--- src/rtl/flash_stream_reader.sv ---
// Sequential read master for the SPI flash controller bus: issues one request
// at a time, backs off on rty, and buffers returned words for a valid/ready consumer.
module flash_stream_reader #(
  parameter int FIFO_DEPTH = 4,
  parameter int RETRY_GAP  = 16,
  parameter int MAX_RETRY  = 255,
  parameter int ADR_STEP   = 4
) (
  input  logic                         clk_i,
  input  logic                         rst_i,
  input  logic                         start_i,
  input  logic [23:0]                  base_adr_i,
  input  logic [15:0]                  word_cnt_i,
  input  logic                         abort_i,
  output logic                         busy_o,
  output logic                         done_o,
  output logic                         err_o,
  output logic [23:0]                  m_adr_o,
  output logic [31:0]                  m_dat_o,
  output logic                         m_we_o,
  output logic                         m_stb_o,
  input  logic [31:0]                  m_dat_i,
  input  logic                         m_ack_i,
  input  logic                         m_rty_i,
  output logic [31:0]                  word_o,
  output logic                         word_valid_o,
  input  logic                         word_ready_i,
  output logic [$clog2(FIFO_DEPTH):0]  fifo_level_o
);

  localparam int PW = $clog2(FIFO_DEPTH);
  localparam int GW = (RETRY_GAP > 1) ? $clog2(RETRY_GAP) : 1;

  typedef enum logic [2:0] {
    ST_IDLE,
    ST_REQ,
    ST_GAP,
    ST_BACKOFF,
    ST_DRAIN
  } state_t;

  state_t r_state;
  state_t w_next;

  logic [23:0]   r_adr;
  logic [15:0]   r_remain;
  logic [7:0]    r_retry;
  logic          r_err;
  logic [GW-1:0] r_gapCnt;

  logic [31:0]   r_mem [FIFO_DEPTH];
  logic [PW-1:0] r_rdPtr;
  logic [PW-1:0] r_wrPtr;
  logic [PW:0]   r_level;

  logic          w_stb;
  logic          w_start;
  logic          w_abort;
  logic          w_ack;
  logic          w_rty;
  logic          w_push;
  logic          w_pop;
  logic [8:0]    w_retryNext;
  logic          w_retryOver;
  logic          w_gapDone;

  // The strobe is a pure function of registered state, so it cannot drop mid-request:
  // the level can only fall while REQ waits, never rise without an ack.
  assign w_stb       = (r_state == ST_REQ) && (r_level < (PW+1)'(FIFO_DEPTH));
  assign w_start     = (r_state == ST_IDLE) && start_i;
  assign w_abort     = (r_state != ST_IDLE) && abort_i;
  assign w_ack       = w_stb && m_ack_i;
  assign w_rty       = w_stb && m_rty_i && !m_ack_i;
  assign w_push      = w_ack;
  assign w_pop       = (r_level != '0) && word_ready_i;
  assign w_retryNext = {1'b0, r_retry} + 9'd1;
  assign w_retryOver = w_retryNext > 9'(MAX_RETRY);
  assign w_gapDone   = r_gapCnt == GW'(RETRY_GAP - 1);

  assign busy_o       = r_state != ST_IDLE;
  assign done_o       = (r_state == ST_DRAIN) && (r_level == '0) && !r_err && !abort_i && !rst_i;
  assign err_o        = r_err;
  assign m_adr_o      = r_adr;
  assign m_dat_o      = '0;
  assign m_we_o       = 1'b0;
  assign m_stb_o      = w_stb;
  assign word_o       = r_mem[r_rdPtr];
  assign word_valid_o = r_level != '0;
  assign fifo_level_o = r_level;

  always_ff @(posedge clk_i) begin
    if (rst_i) r_state <= ST_IDLE;
    else       r_state <= w_next;
  end

  always_comb begin
    w_next = r_state;
    unique case (r_state)
      ST_IDLE: begin
        if (start_i) w_next = (word_cnt_i == '0) ? ST_DRAIN : ST_REQ;
      end
      ST_REQ: begin
        if (w_ack)      w_next = ST_GAP;
        else if (w_rty) w_next = w_retryOver ? ST_DRAIN : ST_BACKOFF;
      end
      ST_GAP:     w_next = (r_remain != '0) ? ST_REQ : ST_DRAIN;
      ST_BACKOFF: if (w_gapDone) w_next = ST_REQ;
      ST_DRAIN:   if (r_level == '0) w_next = ST_IDLE;
      default:    w_next = ST_IDLE;
    endcase
    if (w_abort) w_next = ST_IDLE;
  end

  always_ff @(posedge clk_i) begin
    if (rst_i) begin
      r_adr    <= '0;
      r_remain <= '0;
      r_retry  <= '0;
      r_err    <= 1'b0;
      r_gapCnt <= '0;
    end else if (w_start) begin
      r_adr    <= base_adr_i;
      r_remain <= word_cnt_i;
      r_retry  <= '0;
      r_err    <= 1'b0;
    end else if (!w_abort) begin
      if (w_ack) begin
        r_adr    <= r_adr + 24'(ADR_STEP);
        r_remain <= r_remain - 16'd1;
        r_retry  <= '0;
      end else if (w_rty) begin
        r_retry  <= w_retryNext[7:0];
        r_gapCnt <= '0;
        if (w_retryOver) r_err <= 1'b1;
      end
      if (r_state == ST_BACKOFF) r_gapCnt <= r_gapCnt + GW'(1);
    end
  end

  // Abort flushes by rewinding the pointers; a word acked in the abort cycle is dropped.
  always_ff @(posedge clk_i) begin
    if (rst_i || w_abort) begin
      r_rdPtr <= '0;
      r_wrPtr <= '0;
      r_level <= '0;
    end else begin
      if (w_push) r_wrPtr <= r_wrPtr + PW'(1);
      if (w_pop)  r_rdPtr <= r_rdPtr + PW'(1);
      case ({w_push, w_pop})
        2'b10:   r_level <= r_level + (PW+1)'(1);
        2'b01:   r_level <= r_level - (PW+1)'(1);
        default: r_level <= r_level;
      endcase
    end
  end

  always_ff @(posedge clk_i) begin
    if (w_push) r_mem[r_wrPtr] <= m_dat_i;
  end

endmodule

--- config.mk ---
export PLATFORM = sky130hd
export DESIGN_NAME = flash_stream_reader
export DESIGN_NICKNAME = d
export VERILOG_FILES = /design/src/rtl/flash_stream_reader.sv
export SDC_FILE = /design/constraint.sdc
export NUM_CORES = 1
export LEC_CHECK = 0
export BUFFER_PORTS_ARGS = -buffer_cell sky130_fd_sc_hd__buf_2
export CORE_MARGIN = 2
export CORE_UTILIZATION = 40
export DETAILED_ROUTE_END_ITERATION = 7
export GPL_TIMING_DRIVEN = 0
export PLACE_DENSITY = 0.65
export SLEW_MARGIN = 15
export SYNTH_ARGS = -nofsm -noshare
export SYNTH_HDL_FRONTEND = slang
export SYNTH_SLANG_ARGS = --single-unit
--- constraint.sdc ---
create_clock -name clk_i -period 3.4 [get_ports clk_i]
set_input_delay 0.17 -clock clk_i [delete_from_list [all_inputs] [get_ports clk_i]]
set_output_delay 0.17 -clock clk_i [all_outputs]
set_load 0.01 [all_outputs]
Yosys cells after proc, flatten, opt, wreduce, memory -nomap -nowiden
Memories as Yosys holds them, arrays and structs flattened. A register that Yosys moved wholly into a read port is not among the register bits.
Index checks and enable logic that the tools add are counted.
- memory bits (read-only): 0
- output and inout bits: 97
- input bits: 79
- latch bits: 0
- register bits: 63
- memory bits (writable): 128
- memories kept: 1
- logic and storage cells: 94
- order comparisons: 2
- divide/modulo/power cells: 0
- mux-type cells: 25
- equality and inequality tests: 13
- bitwise logic cells: 3
- reduce and logical (&&, ||, !) cells: 33
- $add $sub $neg: 8
- shift-type cells: 0
- multipliers: 0
- memory list (name ; depth ; width ; rd ports ; clocked after Yosys merged registers in ; wr ports ; line ; source):
    r_mem ; 4 ; 32 ; 1 ; 1 ; 1 ; 51 ; logic [31:0] r_mem [FIFO_DEPTH];
- operators by type and width (cell ; count):
    $mux 24 ; 3
    $mux 16 ; 3
    $add 24x3->24 const B ; 1
    $mux 3 ; 8
    $logic_not 16->1 ; 1
    $mux 8 ; 2
    $reduce_bool 16->1 ; 1
    $sub 16x1->16 const B ; 1
    $pmux 3 s5 ; 1
    $mux 4 ; 3
    $reduce_and 4->1 ; 3
    $logic_and 1x1->1 ; 11
    $add 8x1->9 const B ; 1
    $gt 9x8->1 const B ; 1
    $reduce_bool 2->1 ; 4
    $eq 3x2->1 const B ; 2
    $logic_not 3->1 ; 2
    $ne 2x2->1 const B ; 3
    $pmux 3 s2 ; 1
    $reduce_bool 3->1 ; 2
    $add 2x1->2 const B ; 2
    $add 4x1->4 const B ; 1
    $eq 4x4->1 const B ; 1
    $logic_not 1->1 ; 4
    other kinds (15) ; 22

Logic depth before layout (Yosys ltp)
- word-level depth: 7
- depth in mapped cells: 11

Worst setup path after synthesis
No wires, ideal clock.
- kind: flip-flop to flip-flop
- from: reg r_state[2]
- to: mem r_mem[1][0] (enable)
- clock period less this slack: 2.508 ns
- arrival: 2.116 ns
- path slack: 0.892 ns
- cell stages (with the launch flop): 6
- path through: dfxtp_1 -> buf_6 -> or4b_4 -> buf_6 -> inv_1 -> and3_1
- longest elaborated chain between the ends: 5
- ends and longest elaborated chain (what ; line ; source):
    start: declaration ; 42 ; state_t r_state;
    start signal: assignment ; 93 ; else r_state <= w_next;
    $eq 3x1->1 ; 69 ; assign w_stb = (r_state == ST_REQ) && (r_level < (PW+1)'(FIFO_DEPTH));
    $logic_and 1x1->1 ; 69 ;
    net m_stb_o ; 21 ; output logic m_stb_o,
    $logic_and 1x1->1 ; 72 ; assign w_ack = w_stb && m_ack_i;
    $mux 1 ; 158 ; if (w_push) r_mem[r_wrPtr] <= m_dat_i;
    $mux 1 (implied by the code) ; 158 ;
    end: declaration ; 51 ;
The timed path passes the listed nets, and every way through them passes these cells.

Final worst setup path
- from: reg r_state[1]
- to: reg r_remain[10]
- longest elaborated chain between the ends: 5
- elaborated cells between the ends (all ways): 11
- those cells by class: eq/ne (2); mux (1); reduce/logical (8)
- ends and longest elaborated chain (what ; line ; source):
    $eq 3x1->1 ; 69 ;
    $logic_and 1x1->1 ; 69 ;
    $logic_and 1x1->1 ; 72 ;
    $reduce_bool 2->1 (no line) ; -- ;
    $reduce_and 2->1 (no line) ; -- ;
    end signal: assignment ; 123 ; r_remain <= word_cnt_i;
    end signal: assignment ; 129 ; r_remain <= r_remain - 16'd1;
    end: declaration ; 46 ; logic [15:0] r_remain;
Parallel ways exist; a longest one is shown, timed or not.
A chain may end at the register's enable or synchronous reset.

==> flow_summary.yaml <==
status:
  status: "complete, no violations"
worst_setup_path:
  worstSetupEndpointType: "flop"
  crit_slowest_cell: "clkbuf_1"
  timing.rr.end: "r_remain[10]"
  crit_top_cell: "clkbuf_1"
  cp_max_fo: 10
  worstReg2RegStart: "r_state[1]"
  crit_start: "r_state[1]"
  critPathTopFamily: "buffers and inverters"
  rr_worst_depth: 7
  crit_buf_inv: 4
  path_depth: 7
  worst-endpoint-arrival_ns: 3.02
  worstPathRequired_ns: 3.76
  endpoint: "r_remain[10]"
  worstPathCellList: "clkbuf_1 -> or4b_2 -> clkbuf_1 -> clkbuf_1 -> clkbuf_1 -> o311ai_0 -> a21oi_1"
  slowest_delay_ns: 0.54
  reg2reg_slack_ns: 0.73
  critPathLaunchType: "flop"
  path_class: "reg2reg"
clocking:
  cts_resized: 0
  cts_max_level: 4
  clock_sinks: 193
  cts_tree: "yes"
  clk_latency_ns: 0.43
  numCtsBuffers: 17
  path_clk_slew_ns: 0.09
  clk_path_buf_depth: 2
  ctsRootBufferMaster: "clkbuf_16"
finish:
  stdcell_area_um2: 10810
  drive_gt1_share_pct: 28.42
  area_delta_synth_final_pct: 27.48
  finalNetCount: 992
logic_synthesis:
  syn_area_um2: 8483
  synth.avg_cell_area_um2: 12.83
  async_flop_share_pct: 0
  synth-edff-count: 128
  synth_top_flop_cell: "edfxtp_1"
  synth.distinct_cells: 64
  netlist_instances: 661
  ys_seq_area_share_pct: 60.65
  yosys_warnings: 0
  ys_seq_elements: 193
floorplan:
  ios: 176
  core_um2: 20890
  die_area_um2: 22390
  die_w_um: 149.6
  die-height_um: 149.6
  floorplan.initialDensity_pct: 40.61
  rows: 53
placement:
  portBuffers: 141
  place_ws_ns: 0.7748
  placed_area_um2: 9738
  dp_hpwl_mm: 13.10
  gp_congestion: 0.7995
timing:
  rsz0062_at_grt: "no"
  finalCriticalPeriod_ns: 2.667
  finalSetupViolations: 0
  skew_ns: 0.01740
  setup_tns_ns: 0
  drv_slew: 0
  final.setup.worst_slack_ns: 0.7328
  fin_crit_sh_pct: 78.45
  max_freq_mhz: 374.9
  hold_viol_final: 0
  worstMarginPinSlew_ns: 0.9344
  maxSlewHeadroom_pct: 37.71
power:
  p_per_area_nw_per_um2: 606.1
  power_leakage_nw: 3.974
  vdd_drop_max_v: 0.0004035
routing:
  dr.first_iter.drc_count: 372
  drt_pre_antenna_iters: 5
  vias: 6105
  totalWireLength_mm: 19.21
  wl_per_cell_um: 16.13
  ant_nets: 0
  vias_per_cell: 5.126
  drc: 0
global_route:
  grt_max_degree: 26
  first_global_vias: 5831
  grt.total_usage_pct: 17.40
  gr-total-overflow: 0
  antenna_found_initial: 1
  grt_pass1_wl_mm: 30.29
min_path:
  worstHoldPathType: "in2reg"
  hp-start: "base_adr_i[8]"
flow_run:
  cap_violations: 0
==> placed cells by master, fill, tap and decap left out, drive strengths merged, types with 19 or more instances in the layout <==
| cell | Yosys | routed |
|---|---|---|
| o21ai | 19 | 19 |
| nand2 | 42 | 42 |
| a21oi | 39 | 39 |
| inv | 14 | 24 |
| mux4 | 32 | 32 |
| nor2 | 59 | 59 |
| edfxtp | 128 | 128 |
| nand3 | 24 | 24 |
| dlygate4sd3 | 0 | 45 |
| clkbuf | 26 | 43 |
| buf | 41 | 186 |
| conb | 1 | 33 |
| dfxtp | 65 | 65 |
==> routing by layer <==
metal,track usage (%),vias to the layer above,routed length (µm)
met5,0,-,0
met4,4.429,0,182
met3,3.780,13,1096
met2,28.78,171,9210
met1,23.37,2953,8715
li1,-,2968,-
==> flip-flops by register name (all words and copies together) (netlist names), named ones only <==
name,cells
r_mem,128
r_rdPtr,2
r_wrPtr,2
m_adr_o,24
r_retry,8
r_gapCnt,4
r_state,3
r_remain,16
fifo_level_o,3
err_o,1
==> cells in the mapped netlist (all sizes together) (3+ instances only) <==
cell | n | area, µm²
nand4 | 11 | 68.82
ha | 10 | 125.1
mux4 | 32 | 720.7
nor3 | 7 | 40.04
nor4 | 7 | 58.81
o21ai | 19 | 95.09
xnor2 | 4 | 35.03
dfxtp | 65 | 1301
mux2 | 4 | 45.04
or4 | 8 | 60.06
o211ai | 9 | 67.56
a221oi | 3 | 26.28
xor2 | 8 | 70.07
a31oi | 12 | 75.07
and2 | 4 | 25.02
a211oi | 5 | 37.54
nand2b | 5 | 31.28
nor2 | 59 | 229.0
edfxtp | 128 | 3844
a32oi | 6 | 52.55
nand2 | 42 | 157.7
nand3 | 24 | 125.1
a21oi | 39 | 195.2
inv | 14 | 52.55
a22oi | 6 | 45.04
clkbuf | 26 | 97.59
nor4b | 3 | 32.53
a311oi | 5 | 43.79
and3 | 9 | 56.30
or3 | 12 | 75.07
nand3b | 3 | 22.52
o311ai | 5 | 43.79
buf | 41 | 294.0
==> where the power goes <==
group	internal, W	total (W)	switching [W]
clock network	0.00108	0.00206	0.000983
registers	0.00271	0.00285	0.000140
logic	0.000695	0.00165	0.000951
total	0.00448	0.00655	0.00207
==> worst min-delay path by stage <==
stage	cells past startpoint	slack (ns)	endpoint
5_1_grt	3	0.02	r_remain[13]
2_1_floorplan	0	0.27	r_mem[0][0]
3_5_place_dp	1	0.39	r_mem[1][3]
4_1_cts	3	0.001	m_adr_o[8]
6_report	3	0.01	m_adr_o[8]
3_3_place_gp	1	0.39	r_mem[3][1]
==> area by class of cell <==
type | instances | area [µm²]
multi-input combinational | 419 | 3019
timing repair buffer | 190 | 1236
inverter | 14 | 52.55
buffer | 67 | 391.6
tap | 275 | 344.1
clock buffer | 17 | 425.4
sequential | 193 | 5145
fill | 1841 | 10070
clock inverter | 15 | 197.7
antenna | 1 | 2.502
==> cell families after synthesis <==
logic type,after synthesis,synth area share [%]
AOI/OAI and AO/OA,122,9.395
xor gates and xnor gates,12,1.239
adders and majority gates,11,1.711
buffers and inverters,81,5.236
DFF,193,60.65
muxes,37,9.144
other,1,0.04421
and+or+nand+nor,204,12.58
==> what timing repair did <==
item,CTS,global route
hold endpoints to repair,141,0
setup buffers,0,0
hold buffers,45,0
==> worst register-to-register path, delay by kind of cell, from the launching register on <==
family	cells	cell delay, ns
compound gates	2	0.42
flops	1	0.34
simple gates	1	0.20
buf+inv	4	1.65
==> through the flow <==
| stage | hold slack, ns | power [W] | cells | util (%) |
|---|---|---|---|---|
| finish | 0.01140 | 0.006554 | 1191 | 51.77 |
| global route | 0.02107 | 0.006907 | 1191 | 51.77 |
| CTS | 0.001379 | 0.006626 | 1190 | 51.76 |
| detailed placement | 0.3923 | 0.004514 | 1113 | 46.62 |
| global placement | 0.3880 | 0.004489 | 1109 | 46.21 |
| floorplan | 0.2689 | 0.003933 | 693 | - |
No activity file was read; power rests on OpenSTA's default activity.
